==> config.mk <==
export PLATFORM = sky130hd
export DESIGN_NAME = el2_bht_wr_sched
export DESIGN_NICKNAME = d
export VERILOG_FILES = /design/src/rtl/el2_bht_wr_sched.sv
export SDC_FILE = /design/constraint.sdc
export NUM_CORES = 1
export LEC_CHECK = 0
export ABC_CLOCK_PERIOD_IN_PS = 11800
export CAP_MARGIN = 20
export CORE_ASPECT_RATIO = 2
export CORE_MARGIN = 1
export CORE_UTILIZATION = 25
export CTS_BUF_LIST = sky130_fd_sc_hd__clkbuf_2 sky130_fd_sc_hd__clkbuf_4 sky130_fd_sc_hd__clkbuf_8
export DETAILED_ROUTE_END_ITERATION = 8
export GPL_ROUTABILITY_DRIVEN = 0
export MAX_ROUTING_LAYER = met4
export SYNTH_ARGS = -nofsm -noshare
export SYNTH_HDL_FRONTEND = slang
export SYNTH_SLANG_ARGS = --single-unit
==> constraint.sdc <==
create_clock -name clk -period 11.8 [get_ports clk]
set_input_delay 3.54 -clock clk [delete_from_list [all_inputs] [get_ports clk]]
set_output_delay 3.54 -clock clk [all_outputs]
set_load 0.02 [all_outputs]
==> src/rtl/el2_bht_wr_sched.sv <==
// Write-port scheduler for the BHT counter array: arbitrates between the
// init walk, mispredict-recovery writes and a buffered update FIFO.
module el2_bht_wr_sched #(
  parameter int BHT_ADDR_W = 8,
  parameter int DATA_W = 2,
  parameter logic [DATA_W-1:0] INIT_VAL = DATA_W'(1),
  parameter int FIFO_DEPTH = 4
) (
  input  logic                  clk,
  input  logic                  rst,
  input  logic                  init_req,
  input  logic                  mp_valid,
  input  logic [BHT_ADDR_W-1:0] mp_index,
  input  logic [DATA_W-1:0]     mp_data,
  input  logic                  upd_valid,
  output logic                  upd_ready,
  input  logic [BHT_ADDR_W-1:0] upd_index,
  input  logic [DATA_W-1:0]     upd_data,
  output logic                  wr_en,
  output logic [BHT_ADDR_W-1:0] wr_addr,
  output logic [DATA_W-1:0]     wr_data,
  output logic                  init_busy,
  output logic                  mp_drop
);

  localparam int PTR_W = $clog2(FIFO_DEPTH);
  localparam int CNT_W = PTR_W + 1;

  typedef enum logic {INIT, RUN} state_t;

  state_t                  state, state_n;
  logic [BHT_ADDR_W-1:0]   icnt, icnt_n;

  logic [BHT_ADDR_W-1:0]   fifo_idx  [FIFO_DEPTH];
  logic [DATA_W-1:0]       fifo_data [FIFO_DEPTH];
  logic [FIFO_DEPTH-1:0]   fifo_vld, fifo_vld_n, inval;
  logic [PTR_W-1:0]        wptr, rptr;
  logic [CNT_W-1:0]        count;
  logic                    full, empty;

  logic                    sel_en;
  logic [BHT_ADDR_W-1:0]   sel_addr;
  logic [DATA_W-1:0]       sel_data;
  logic                    drop, pop, push, flush, head_stale;

  assign full      = (count == CNT_W'(FIFO_DEPTH));
  assign empty     = (count == '0);
  assign upd_ready = (state == RUN) && !full;
  assign init_busy = (state == INIT);
  assign push      = upd_valid && upd_ready && !flush;

  // A head entry is stale if an earlier mispredict hit it, or this one does.
  assign head_stale = !fifo_vld[rptr] || (mp_valid && (fifo_idx[rptr] == mp_index));

  always_comb begin
    state_n  = state;
    icnt_n   = icnt;
    sel_en   = 1'b0;
    sel_addr = icnt;
    sel_data = INIT_VAL;
    drop     = 1'b0;
    pop      = 1'b0;
    flush    = 1'b0;
    inval    = '0;
    case (state)
      INIT: begin
        sel_en = 1'b1;
        icnt_n = icnt + BHT_ADDR_W'(1);
        drop   = mp_valid;
        if (init_req) begin
          icnt_n = '0;
        end else if (icnt == '1) begin
          state_n = RUN;
        end
      end
      default: begin
        if (init_req) begin
          state_n = INIT;
          icnt_n  = '0;
          flush   = 1'b1;
          drop    = mp_valid;
        end else begin
          if (mp_valid) begin
            sel_en   = 1'b1;
            sel_addr = mp_index;
            sel_data = mp_data;
            for (int i = 0; i < FIFO_DEPTH; i++) begin
              inval[i] = fifo_vld[i] && (fifo_idx[i] == mp_index);
            end
          end
          if (!empty) begin
            if (head_stale) begin
              pop = 1'b1;
            end else if (!mp_valid) begin
              pop      = 1'b1;
              sel_en   = 1'b1;
              sel_addr = fifo_idx[rptr];
              sel_data = fifo_data[rptr];
            end
          end
        end
      end
    endcase
  end

  always_comb begin
    fifo_vld_n = fifo_vld & ~inval;
    if (pop)  fifo_vld_n[rptr] = 1'b0;
    if (push) fifo_vld_n[wptr] = 1'b1;
  end

  always_ff @(posedge clk) begin
    if (rst) begin
      state    <= INIT;
      icnt     <= '0;
      wptr     <= '0;
      rptr     <= '0;
      count    <= '0;
      fifo_vld <= '0;
      wr_en    <= 1'b0;
      wr_addr  <= '0;
      wr_data  <= '0;
      mp_drop  <= 1'b0;
    end else begin
      state   <= state_n;
      icnt    <= icnt_n;
      mp_drop <= drop;
      wr_en   <= sel_en;
      if (sel_en) begin
        wr_addr <= sel_addr;
        wr_data <= sel_data;
      end
      if (flush) begin
        wptr     <= '0;
        rptr     <= '0;
        count    <= '0;
        fifo_vld <= '0;
      end else begin
        fifo_vld <= fifo_vld_n;
        count    <= count + CNT_W'(push) - CNT_W'(pop);
        if (push) wptr <= wptr + PTR_W'(1);
        if (pop)  rptr <= rptr + PTR_W'(1);
      end
    end
  end

  // Payload storage carries no reset; occupancy and valid bits qualify it.
  always_ff @(posedge clk) begin
    if (push) begin
      fifo_idx[wptr]  <= upd_index;
      fifo_data[wptr] <= upd_data;
    end
  end

endmodule

**After elaboration in Yosys (flattened, before gate mapping)**

Memory sizes are Yosys's and may differ from the RTL's. A register that Yosys moved wholly into a read port is not among the register bits.
Cells that the tools add are included.

- Register bits after elaboration: 32
- Latch bits: 0
- Bits in writable memories: 40
- Memory bits (read-only): 0
- Bits of input ports: 25
- Logic and storage cells: 102
- Memories: 2

Memory list:

| name | depth | bits a word | read ports | clocked after Yosys merged registers in | write ports | RTL line | RTL |
|---|---|---|---|---|---|---|---|
| fifo_idx | 4 | 8 | 5 | 1 | 1 | 34 | `logic [BHT_ADDR_W-1:0] fifo_idx [FIFO_DEPTH];` |
| fifo_data | 4 | 2 | 1 | 1 | 1 | 35 | `logic [DATA_W-1:0] fifo_data [FIFO_DEPTH];` |

- Add/sub/neg operators: 5
- Multiply operators: 0
- Div/mod/pow operators: 0
- Magnitude comparators: 4
- Equal/unequal tests: 8
- Shifts and indexed selects: 0
- Multiplexer cells: 51
- Bitwise operators: 6
- Reduce and logical (&&, ||, !) cells: 16

Operator list:

| cell | count |
|---|---|
| $mux W8 | 9 |
| $eq A8 B8 Y1 | 5 |
| $mux W1 | 24 |
| $mux W2 | 10 |
| $mux W4 | 5 |
| $logic_and A1 B1 Y1 | 10 |
| $add A8 B1 Y8 const B | 1 |
| $and A4 B4 Y4 | 2 |
| $eq A8 B8 Y1 const B | 1 |
| $not A4 Y4 | 2 |
| $lt A2 B3 Y1 const B | 2 |
| $add A2 B1 Y2 const B | 2 |
| $demux W1 S2 | 2 |
| $ge A2 B1 Y1 const B | 2 |
| $or A4 B4 Y4 | 1 |
| $add A3 B1 Y3 | 1 |
| $eq A3 B3 Y1 const B | 1 |
| $logic_not A1 Y1 | 3 |
| $logic_not A3 Y1 | 1 |
| $sub A3 B1 Y3 | 1 |
| $bmux W1 S2 | 1 |
| $ne A2 B2 Y1 const B | 1 |
| $reduce_or A2 Y1 | 1 |
| $logic_or A1 B1 Y1 | 1 |
| $not A1 Y1 | 1 |

**Longest topological paths before layout**

Gate-level depths: netlist of the first run.

- Depth after elaboration: 11
- Depth in mapped cells: 15
- Depth with buffers taken out: 12

**Worst setup path after synthesis of the first run**

OpenSTA, ideal clock, no wires.

- Kind: input to register
- Start point: in mp_valid
- End point: reg count[2]
- Setup time: 128 ps
- Arrival: 5,989 ps
- Data required time: 11,672 ps
- Slack: 5,683 ps
- Stages on the path: 14
- Cells stage by stage: clkbuf_1 -> or3b_2 -> mux2i_1 -> o2111ai_1 -> o211ai_2 -> and3_1 -> buf_6 -> ha_1 -> inv_1 -> ha_1 -> fa_1 -> xnor2_1 -> xnor2_1 -> nor2_1

- Longest elaborated chain between the ends: 7
- Elaborated cells on any way between the ends: 8
- Those cells by class: add/sub (1); mux (5); reduce/logical (2)

Ends and longest elaborated chain:

| item | RTL line | RTL |
|---|---|---|
| from (decl) | 12 | `input logic mp_valid,` |
| $logic_and A1 B1 Y1 | 53 | `assign head_stale = !fifo_vld[rptr] \|\| (mp_valid && (fifo_idx[rptr] == mp_index));` |
| $logic_or A1 B1 Y1 | 53 |  |
| $mux W1 * | 92 | `if (head_stale) begin` |
| $mux W1 * | 91 | `if (!empty) begin` |
| $mux W1 * | 77 | `if (init_req) begin` |
| $mux W1 * | 65 | `case (state)` |
| $sub A3 B1 Y3 * | 140 | `count <= count + CNT_W'(push) - CNT_W'(pop);` |
| to (signal assigned) | 140 |  |
| to (decl) | 38 | `logic [CNT_W-1:0] count;` |

Mark *: on every way between the ends. The rest lies on a longest branch, timed or not.
A chain may end at the register's enable or synchronous reset.

**Final worst setup path of the first run**

Same ends and word-level chain as after synthesis.

==> results of run 1 <==
[per-layer routing]
metal	GRT usage (%)	vias up	part of all wire, %
met2	24.2	87	56
met1	10.9	1267	32
met5	-	-	0
met3	2.60	54	3.7
met4	12.4	0	8.0
li1	-	1229	-
[critical path: stages]
cell,delay (ns)
clkdlybuf4s50_1,0.69
or3b_2,0.48
mux2i_1,0.14
o2111ai_1,0.18
o211ai_2,0.19
and3_1,0.40
ha_1,0.18
inv_1,0.04
ha_1,0.19
fa_1,0.38
xnor2_1,0.19
xnor2_1,0.14
nor2_1,0.05
[cells by family after synthesis]
group	count (synthesis)	share of synthesized area, %
compound gates	40	7.88
buf+inv	36	4.34
xor+xnor	49	11.5
fa+ha+maj	12	4.21
simple gates	95	12.2
mux	20	9.65
flops	74	50.2
[stage by stage]
| step | power [mW] | hold WS, ns |
|---|---|---|
| floorplan | 0.292 | 0.477 |
| global placement | 0.306 | 0.488 |
| detailed placement | 0.307 | 0.482 |
| CTS | 0.499 | 0.498 |
| global route | 0.512 | 0.528 |
| finish | 0.495 | 0.493 |
[sequential cells by signal, summed over array words and instances, names as in the netlist, named ones only]
signal     flops
state          1
fifo_vld       4
mp_drop        1
count          3
fifo_idx      32
wr_en          1
wr_data        2
fifo_data      8
rptr           2
wptr           2
wr_addr        8
icnt           8
[area by class of cell]
| class | instances | area (µm²) | share of cell area, % |
|---|---|---|---|
| clock inverter | 7 | 68.8 | 1.54 |
| tap | 195 | 244 | 5.47 |
| timing repair buffer | 39 | 388 | 8.69 |
| sequential | 74 | 1880 | 42.2 |
| inverter | 15 | 56.3 | 1.26 |
| multi-input combinational | 216 | 1700 | 38.1 |
| clock buffer | 9 | 124 | 2.77 |
[cells in the mapped netlist, types with 2 or more instances]
cell	n
mux4_1	7
and2_1	4
xnor2_1	13
clkbuf_1	16
inv_1	15
buf_6	2
a211oi_1	6
nand2_1	19
a311oi_1	5
and3_1	4
ha_1	11
o211ai_2	2
edfxtp_1	40
nand3_1	15
a21o_1	2
mux2i_1	8
a221oi_1	5
o21ai_0	3
dfxtp_1	34
mux2_4	2
a21oi_1	9
nor2b_1	5
nor3_1	6
a31oi_1	2
nor4_1	8
xor2_1	36
nor2_1	27
nand3b_1	2
mux4_2	3
[power breakdown]
| part | leakage (nW) | switching, mW | internal, mW | total, mW |
|---|---|---|---|---|
| combinational | 0.814 | 0.0156 | 0.0132 | 0.0288 |
| clock | 0.101 | 0.110 | 0.0832 | 0.193 |
| sequential | 0.635 | 0.000719 | 0.272 | 0.272 |
| total | 1.55 | 0.127 | 0.368 | 0.495 |
[how the worst max path moves through the flow]
stage / cells after the start / slack (ns) / end / from
6_report: 13 / 5.26 / count[2] / mp_valid
3_3_place_gp: 13 / 5.00 / count[2] / mp_valid
3_5_place_dp: 13 / 4.90 / count[2] / mp_valid
4_1_cts: 13 / 5.30 / count[2] / mp_valid
2_1_floorplan: 14 / 5.68 / count[2] / mp_valid
5_1_grt: 12 / 5.03 / count[2] / init_req
==> summary.txt, run 1 <==
Global routing
  – Total gr overflow: 0
  – First-pass GRT wire length: 14700 µm
  – Largest net degree at the start of global routing: 17
  – Vias in the first global route: 2868
  – Initial antenna violation count: 0
  – Total GRT Usage: 13.5%

Finish
  – Layout Utilization: 30.3%
  – Share of cells above drive strength 1: 7.50%
  – Commonest non-fill, non-tap cell in the layout: edfxtp_1
  – Design Area, Final: 4460 µm²
  – Most frequent cells in the layout: edfxtp_1, clkdlybuf4s50_1, xor2_1
  – Layout Cells excl Fill: 555
  – Nets: 392
  – Filler cells: 1495
  – Synth-to-Final Area Change: 19.2%
  – Ant diodes: 0

Clock tree
  – Cts bufs inserted: 9
  – Post-CTS Setup Bufs: 0
  – TritonCTS clock tree: done
  – CTS Hold Bufs: 0
  – CTS Sinks: 74
  – Clock Latency Late Sink: 0.37 ns
  – Clock Tree Root: clkbuf_8
  – CTS Buffer Depth: 2
  – CTS clk-pin slew, worst paths: 0.09 ns
  – CTS resizes: 0
  – H-tree levels: 3

Worst setup path
  – CP endpoint kind: register
  – Req. time, crit path: 12.06 ns
  – Critical R2R Capture: count[2]
  – Worst setup SP type: input pin
  – Reg2Reg Depth: 12
  – CP max FO: 9
  – Critical path class: input pin to register
  – Crit path arrival time: 6.79 ns
  – Internal reg-to-reg setup slack: 7.83 ns

Power
  – Power per cell area: 111 nW/µm²
  – Worst vdd ir: 0.0000448 V
  – Pleak: 1.55 nW

STA
  – Slew @ Worst Pin: 0.883 ns
  – Crit share post-route: 55.4%
  – Final setup margin: 5.26 ns
  – RSZ-0062 raised after global routing: false
  – Max-slew headroom: 41.0%
  – Final Hold Viols: 0
  – Final setup viols: 0
  – Clk_skew: 0.0132 ns
  – Setup_tns: 0 ns
  – Crit path time final: 6.54 ns
  – Final slew viol count: 0
  – Fmax: 0.153 GHz

Synth
  – Synth cell types: 44
  – Post-synth EDFFs: 40
  – Syn Std Cell Area: 3750 µm²
  – Mapped Cells: 326
  – Cell taking the most area after synthesis: edfxtp_1
  – Synthesized Nets: 363
  – Syn. warnings: 0
  – Post-synthesis register bit count: 74
  – Asr flop ratio synth: 0%
  – Post-synthesis sequential area ratio: 50.2%
  – Top cell type's share of synthesized area: 32.1%
  – Syn Area/Cell: 11.5 µm²
  – Ys flop type: edfxtp_1
  – Top post-synthesis cells by area: edfxtp_1, dfxtp_1, xor2_1

Floorplan
  – Rows: 63
  – # IOs: 39
  – Initial Utilization: 25.4%
  – Core ar.: 14700 µm²
  – Die area: 15500 µm²
  – Die height: 175 µm
  – Die W: 88.6 µm

Run status
  – Failing checks: DRC
  – Status: finished with violations

Worst hold path
  – Worst Hold Class: register to register
  – Hold Path Stages: 2
  – Worst Hold End: wr_addr[1]
  – Hold path startpoint: wr_addr[1]

Detailed routing
  – Starting DRC count in detailed routing: 102
  – DRT antenna net count: 0
  – # DRC: 2
  – WL per Instance: 17.0 µm
  – Vias per Instance: 4.75
  – DRT Pass-1 Iters: 6
  – Routed WL: 9440 µm
  – DR vias: 2637

Placed design
  – Dpl ws: 4.90 ns
  – Placed Area: 4270 µm²
  – Post-Place Cells: 539
  – Dpl hpwl: 7390 µm
  – PortBufs: 38

Run
  – Max_cap viols: 0
No activity file was read; power rests on OpenSTA's default activity.
==> inputs of run 2 (changes only) <==
--- a/config.mk
+++ b/config.mk
@@ -5,7 +5,7 @@
 export SDC_FILE = /design/constraint.sdc
 export NUM_CORES = 1
 export LEC_CHECK = 0
-export ABC_CLOCK_PERIOD_IN_PS = 11800
+export ABC_CLOCK_PERIOD_IN_PS = 5700
 export CAP_MARGIN = 20
 export CORE_ASPECT_RATIO = 2
 export CORE_MARGIN = 1
==> constraint.sdc (replaced) <==
create_clock -name clk -period 5.7 [get_ports clk]
set_input_delay 1.71 -clock clk [delete_from_list [all_inputs] [get_ports clk]]
set_output_delay 1.71 -clock clk [all_outputs]
set_load 0.02 [all_outputs]
==> run 2 against run 1 <==
Effect of this change:
- the flow still finishes with violations (DRC)
- worst hold slack about the same
- die area unchanged
- global-route usage down 0.094 points
- clock skew up 0.00062 ns
- clock-buffer cell count up 1
- first-iteration DRC count up 89%
- combinational power up 110%
- critical path depth unchanged
- flip-flop and latch count unchanged
- utilization up 0.093 points
- non-clock buffer count up 1
- cell count up 0.18%
- largest cell class unchanged
- highest routed layer unchanged
==> summary.txt, run 2 (synthesis results as in run 1) <==
Run status
  – Status: finished with violations (unchanged)
  – Failing checks: DRC (unchanged)

STA
  – Slew @ Worst Pin: 0.765 ns (was 0.883 ns)
  – Final Hold Viols: 0 (unchanged)
  – WHS: 0.493 ns (about the same)
  – RSZ-0062 raised after global routing: false (unchanged)
  – Max-slew headroom: 48.9% (was 41.0%)
  – Setup_tns: 0 ns (unchanged)
  – Final setup viols: 0 (unchanged)
  – Clk_skew: 0.0139 ns (was 0.0132 ns)
  – Crit share post-route: 82.8%
  – Crit path time final: 4.72 ns
  – Final slew viol count: 0 (unchanged)
  – Fmax: 0.212 GHz

Worst setup path
  – Crit-path slowest cell: clkdlybuf4s50_1 (unchanged)
  – Worst setup SP type: input pin (unchanged)
  – Max incr delay on CP: 0.67 ns (was 0.69 ns)
  – Top delay family on crit path: simple AND/OR/NAND/NOR gates (unchanged)
  – CP endpoint kind: register (unchanged)
  – Critical path class: input pin to register (unchanged)
  – CP max FO: 9 (unchanged)
  – Crit path arrival time: 4.95 ns (was 6.79 ns)
  – Critical-path cell list: clkdlybuf4s50_1 > or3b_2 > mux2i_1 > o2111ai_1 > o211ai_2 > and3_1 > ha_1 > inv_1 > ha_1 > fa_1 > xnor2_1 > xnor2_1 > nor2_1 (unchanged)
  – Req. time, crit path: 5.93 ns (was 12.06 ns)
  – Worst Path Buf+Inv: 2 (unchanged)

Finish
  – Commonest non-fill, non-tap cell in the layout: edfxtp_1 (unchanged)
  – Layout Cells excl Fill: 556 (was 555)
  – Ant diodes: 0 (unchanged)
  – Share of cells above drive strength 1: 7.76% (was 7.50%)
  – Reg with most FFs: fifo_idx (unchanged)
  – Layout Utilization: 30.4% (was 30.3%)
  – Most frequent cells in the layout: edfxtp_1, clkdlybuf4s50_1, xor2_1 (unchanged)
  – Synth-to-Final Area Change: 19.5% (was 19.2%)
  – Filler cells: 1522 (was 1495)
  – Max FFs per register: 32 (unchanged)
  – Nets: 393 (was 392)

Floorplan
  – Initial Utilization: 25.4% (unchanged)
  – Rows: 63 (unchanged)
  – Core ar.: 14700 µm² (unchanged)
  – Die area: 15500 µm² (unchanged)
  – Die height: 175 µm (unchanged)
  – Die W: 88.6 µm (unchanged)
  – # IOs: 39 (unchanged)

Clock tree
  – CTS clk-pin slew, worst paths: 0.08 ns (was 0.09 ns)
  – H-tree levels: 3 (unchanged)
  – Clock Tree Root: clkbuf_8 (unchanged)
  – CTS resizes: 0 (unchanged)
  – Cts bufs inserted: 9 (unchanged)
  – CTS Buffer Depth: 2 (unchanged)
  – CTS Sinks: 74 (unchanged)
  – Clock Latency Late Sink: 0.35 ns (was 0.37 ns)
  – Post-CTS Setup Bufs: 0 (unchanged)
  – TritonCTS clock tree: done (unchanged)
  – CTS Hold Bufs: 0 (unchanged)

Detailed routing
  – DRT antenna net count: 0 (unchanged)
  – Starting DRC count in detailed routing: 193 (was 102)
  – DRT Pass-1 Iters: 7 (was 6)
  – Routed WL: 9220 µm (was 9440 µm)
  – WL per Instance: 16.6 µm (was 17.0 µm)
  – Vias per Instance: 4.65 (was 4.75)
  – # DRC: 2 (unchanged)
  – DR vias: 2583 (was 2637)

Global routing
  – GRT busiest layer: met2 (unchanged)
  – Largest net degree at the start of global routing: 16 (was 17)
  – Initial antenna violation count: 0 (unchanged)
  – First-pass GRT wire length: 14800 µm (was 14700 µm)
  – Total gr overflow: 0 (unchanged)
  – Met2 Use GR: 24.7% (was 24.2%)
  – GR Layer Usage met3: 2.55% (was 2.60%)
  – Total GRT Usage: 13.4% (was 13.5%)
  – Vias in the first global route: 2836 (was 2868)
  – Grt met1 use: 11.2% (was 10.9%)

Worst hold path
  – Worst Hold Class: register to register (unchanged)

Power
  – Power per cell area: 230 nW/µm² (was 111 nW/µm²)
  – Pleak: 1.55 nW (about the same)
  – Worst vdd ir: 0.000148 V (was 0.0000448 V)

Placed design
  – Dpl hpwl: 7260 µm (was 7390 µm)
  – Post-Place Cells: 540 (was 539)
  – PortBufs: 38 (unchanged)

Run
  – Max_cap viols: 0 (unchanged)
-- run 2: report_power, final --
| part | switching (mW) | total, mW | internal (mW) |
|---|---|---|---|
| Sequential | 0.00178 | 0.564 | 0.563 |
| Combinational | 0.0318 | 0.0591 | 0.0273 |
| Clock | 0.199 | 0.407 | 0.208 |
| Total | 0.233 | 1.03 | 0.797 |
-- run 2: layout make-up --
cell class              instances  area (µm²)  share of cell area [%]
multi-input cells             216        1700                    38.0
clock buffers                  10         131                    2.93
flip-flops and latches         74        1880                    42.0
inverters                      15        56.3                    1.26
well taps                     195         244                    5.45
repair buffers                 40         395                    8.83
clock inverters                 6        67.6                    1.51
-- run 2: path summary, 6_finish.rpt --
check                           startpoint    endpoint  slack [ns]  cells past startpoint
worst min-delay path            wr_addr[1]  wr_addr[1]        0.49                      2
worst max register to register    register    count[2]        1.81                     12
worst max-delay path              mp_valid    count[2]        0.98                     13
worst min register to register  wr_addr[1]  wr_addr[1]        0.49                      2
-- run 2: layer usage --
layer / up-vias / share of wire, %
li1: 1227 / -
met1: 1261 / 33
met3: 29 / 3.1
met4: 0 / 5.9
met2: 66 / 58
met5: - / 0
-- run 2: stage by stage --
stage               instance area, µm²  setup WS [ns]  power, mW
floorplan                         3750           1.41      0.605
global placement                  4280          0.748      0.634
detailed placement                4280          0.628      0.636
CTS                               4480          0.989       1.04
global route                      4480          0.781       1.07
finish                            4480          0.982       1.03
-- run 2: worst min-delay path, cell delays in order, from the launching register on --
cell	delay [ns]
dfxtp_1	0.31
nor2_1	0.09
a211oi_1	0.05
==> inputs of run 3 (changes only) <==
--- a/config.mk
+++ b/config.mk
@@ -5,7 +5,7 @@
 export SDC_FILE = /design/constraint.sdc
 export NUM_CORES = 1
 export LEC_CHECK = 0
-export ABC_CLOCK_PERIOD_IN_PS = 5700
+export ABC_CLOCK_PERIOD_IN_PS = 4800
 export CAP_MARGIN = 20
 export CORE_ASPECT_RATIO = 2
 export CORE_MARGIN = 1
==> constraint.sdc (replaced) <==
create_clock -name clk -period 4.8 [get_ports clk]
set_input_delay 1.44 -clock clk [delete_from_list [all_inputs] [get_ports clk]]
set_output_delay 1.44 -clock clk [all_outputs]
set_load 0.02 [all_outputs]
==> run 3 against run 2 <==
Effect of this change:
- the run still ends with DRC left
- power grew 15%
- cell area grew 0.53%
- critical path depth is the same
- worst hold slack gained 0.0032 ns
- utilization grew 0.16 points
- routed wire length grew 1.9%
- clock-buffer cell count shrank 1
==> summary.txt, run 3 (synthesis results as in run 1) <==
Run status
  – Status: finished with violations (unchanged)
  – Failing checks: DRC (unchanged)

Worst setup path
  – Internal reg-to-reg setup slack: 1.07 ns (was 1.81 ns)
  – Critical path class: input pin to register (unchanged)
  – Crit path arrival time: 4.40 ns (was 4.95 ns)
  – Req. time, crit path: 5.03 ns (was 5.93 ns)
  – Critical R2R Capture: count[2] (unchanged)
  – Worst Setup EP: count[2] (unchanged)
  – Crit. Startpoint: mp_index[2] (was mp_valid)
  – CP endpoint kind: register (unchanged)
  – Reg2Reg Depth: 12 (unchanged)
  – Worst setup SP type: input pin (unchanged)
  – CP max FO: 9 (unchanged)

Clock tree
  – Clock Latency Late Sink: 0.35 ns (about the same)
  – Clock Tree Root: clkbuf_8 (unchanged)
  – TritonCTS clock tree: done (unchanged)
  – Cts bufs inserted: 9 (unchanged)
  – Post-CTS Setup Bufs: 0 (unchanged)
  – CTS clk-pin slew, worst paths: 0.08 ns (about the same)
  – CTS Sinks: 74 (unchanged)
  – CTS Buffer Depth: 2 (unchanged)
  – H-tree levels: 3 (unchanged)
  – CTS resizes: 0 (unchanged)
  – CTS Hold Bufs: 0 (unchanged)

Floorplan
  – Rows: 63 (unchanged)
  – Initial Utilization: 25.4% (unchanged)
  – Die W: 88.6 µm (unchanged)
  – Die area: 15500 µm² (unchanged)
  – Die height: 175 µm (unchanged)
  – # IOs: 39 (unchanged)
  – Core ar.: 14700 µm² (unchanged)

Global routing
  – Total GRT Usage: 13.3% (was 13.4%)
  – Largest net degree at the start of global routing: 16 (unchanged)
  – Initial antenna violation count: 0 (unchanged)
  – First-pass GRT wire length: 14500 µm (was 14800 µm)
  – Total gr overflow: 0 (unchanged)
  – Vias in the first global route: 2823 (was 2836)

Power
  – Worst vdd ir: 0.000129 V (was 0.000148 V)
  – Pwr Total: 1.18 mW (was 1.03 mW)
  – Pleak: 1.57 nW (was 1.55 nW)
  – Power per cell area: 262 nW/µm² (was 230 nW/µm²)

Detailed routing
  – # DRC: 2 (unchanged)
  – DRT antenna net count: 0 (unchanged)
  – DRT Pass-1 Iters: 6 (was 7)
  – Starting DRC count in detailed routing: 114 (was 193)
  – Vias per Instance: 4.54 (was 4.65)
  – WL per Instance: 16.7 µm (was 16.6 µm)
  – DR vias: 2552 (was 2583)
  – Routed WL: 9400 µm (was 9220 µm)

Finish
  – Commonest non-fill, non-tap cell in the layout: edfxtp_1 (unchanged)
  – Nets: 399 (was 393)
  – Ant diodes: 0 (unchanged)
  – Most frequent cells in the layout: edfxtp_1, clkdlybuf4s50_1, xor2_1 (unchanged)
  – Filler cells: 1521 (was 1522)
  – Layout Utilization: 30.5% (was 30.4%)
  – Synth-to-Final Area Change: 20.2% (was 19.5%)
  – Max FFs per register: 32 (unchanged)
  – Reg with most FFs: fifo_idx (unchanged)
  – Layout Cells excl Fill: 562 (was 556)
  – Share of cells above drive strength 1: 9.26% (was 7.76%)
  – Design Area, Final: 4500 µm² (was 4480 µm²)

Placed design
  – Dpl ws: 0.303 ns (was 0.628 ns)
  – Post-Place Cells: 546 (was 540)
  – Placed Area: 4320 µm² (was 4280 µm²)
  – PortBufs: 38 (unchanged)
  – Dpl hpwl: 7490 µm (was 7260 µm)

STA
  – Clk_skew: 0.0107 ns (was 0.0139 ns)
  – RSZ-0062 raised after global routing: false (unchanged)
  – Setup_tns: 0 ns (unchanged)
  – Crit share post-route: 86.8%
  – Max-slew headroom: 45.4% (was 48.9%)
  – Final slew viol count: 0 (unchanged)
  – Fmax: 0.240 GHz
  – Final Hold Viols: 0 (unchanged)
  – Slew @ Worst Pin: 0.818 ns (was 0.765 ns)
  – Final setup margin: 0.631 ns (was 0.982 ns)
  – Crit path time final: 4.17 ns
  – Final setup viols: 0 (unchanged)
  – WHS: 0.496 ns (was 0.493 ns)

Run
  – Max_cap viols: 0 (unchanged)

Worst hold path
  – Worst Hold Class: register to register (unchanged)
-- run 3: cell type report --
class                   instances  area (µm²)  area share, %
well taps                     195         244           5.42
repair buffers                 46         440           9.78
clock buffers                   9         124           2.75
flip-flops and latches         74        1880           41.8
inverters                      15        56.3           1.25
clock inverters                 7        53.8           1.20
multi-input cells             216        1700           37.8
-- run 3: critical path, cell delays in order --
cell and delay [ns]:
clkdlybuf4s50_1 0.62, or3b_2 0.53, mux2i_1 0.15, o2111ai_1 0.18, o211ai_2 0.20, and3_1 0.19
ha_1 0.13, inv_1 0.04, ha_1 0.18, fa_1 0.39, xnor2_1 0.18, xnor2_1 0.14
nor2_1 0.05
-- run 3: metal layers --
metal | wire (µm) | track usage (%)
met5 | 0 | -
met4 | 404 | 8.27
met3 | 319 | 2.55
met2 | 5710 | 26.2
met1 | 2960 | 10.5
-- run 3: worst min path at each step --
stage          startpoint          to  slack, ns  cells past startpoint
3_5_place_dp   wr_addr[2]  wr_addr[2]       0.48                      2
6_report       wr_addr[1]  wr_addr[1]       0.50                      2
5_1_grt        wr_addr[2]  wr_addr[2]       0.53                      2
3_3_place_gp   wr_addr[2]  wr_addr[2]       0.49                      2
2_1_floorplan     icnt[4]  wr_addr[4]       0.48                      2
4_1_cts        wr_addr[2]  wr_addr[2]       0.50                      2
-- run 3: where the power goes --
part / leakage [nW] / switching, mW / internal (mW)
logic: 0.849 / 0.0389 / 0.0347
registers: 0.635 / 0.00189 / 0.668
clock network: 0.0822 / 0.247 / 0.191
total: 1.57 / 0.287 / 0.893
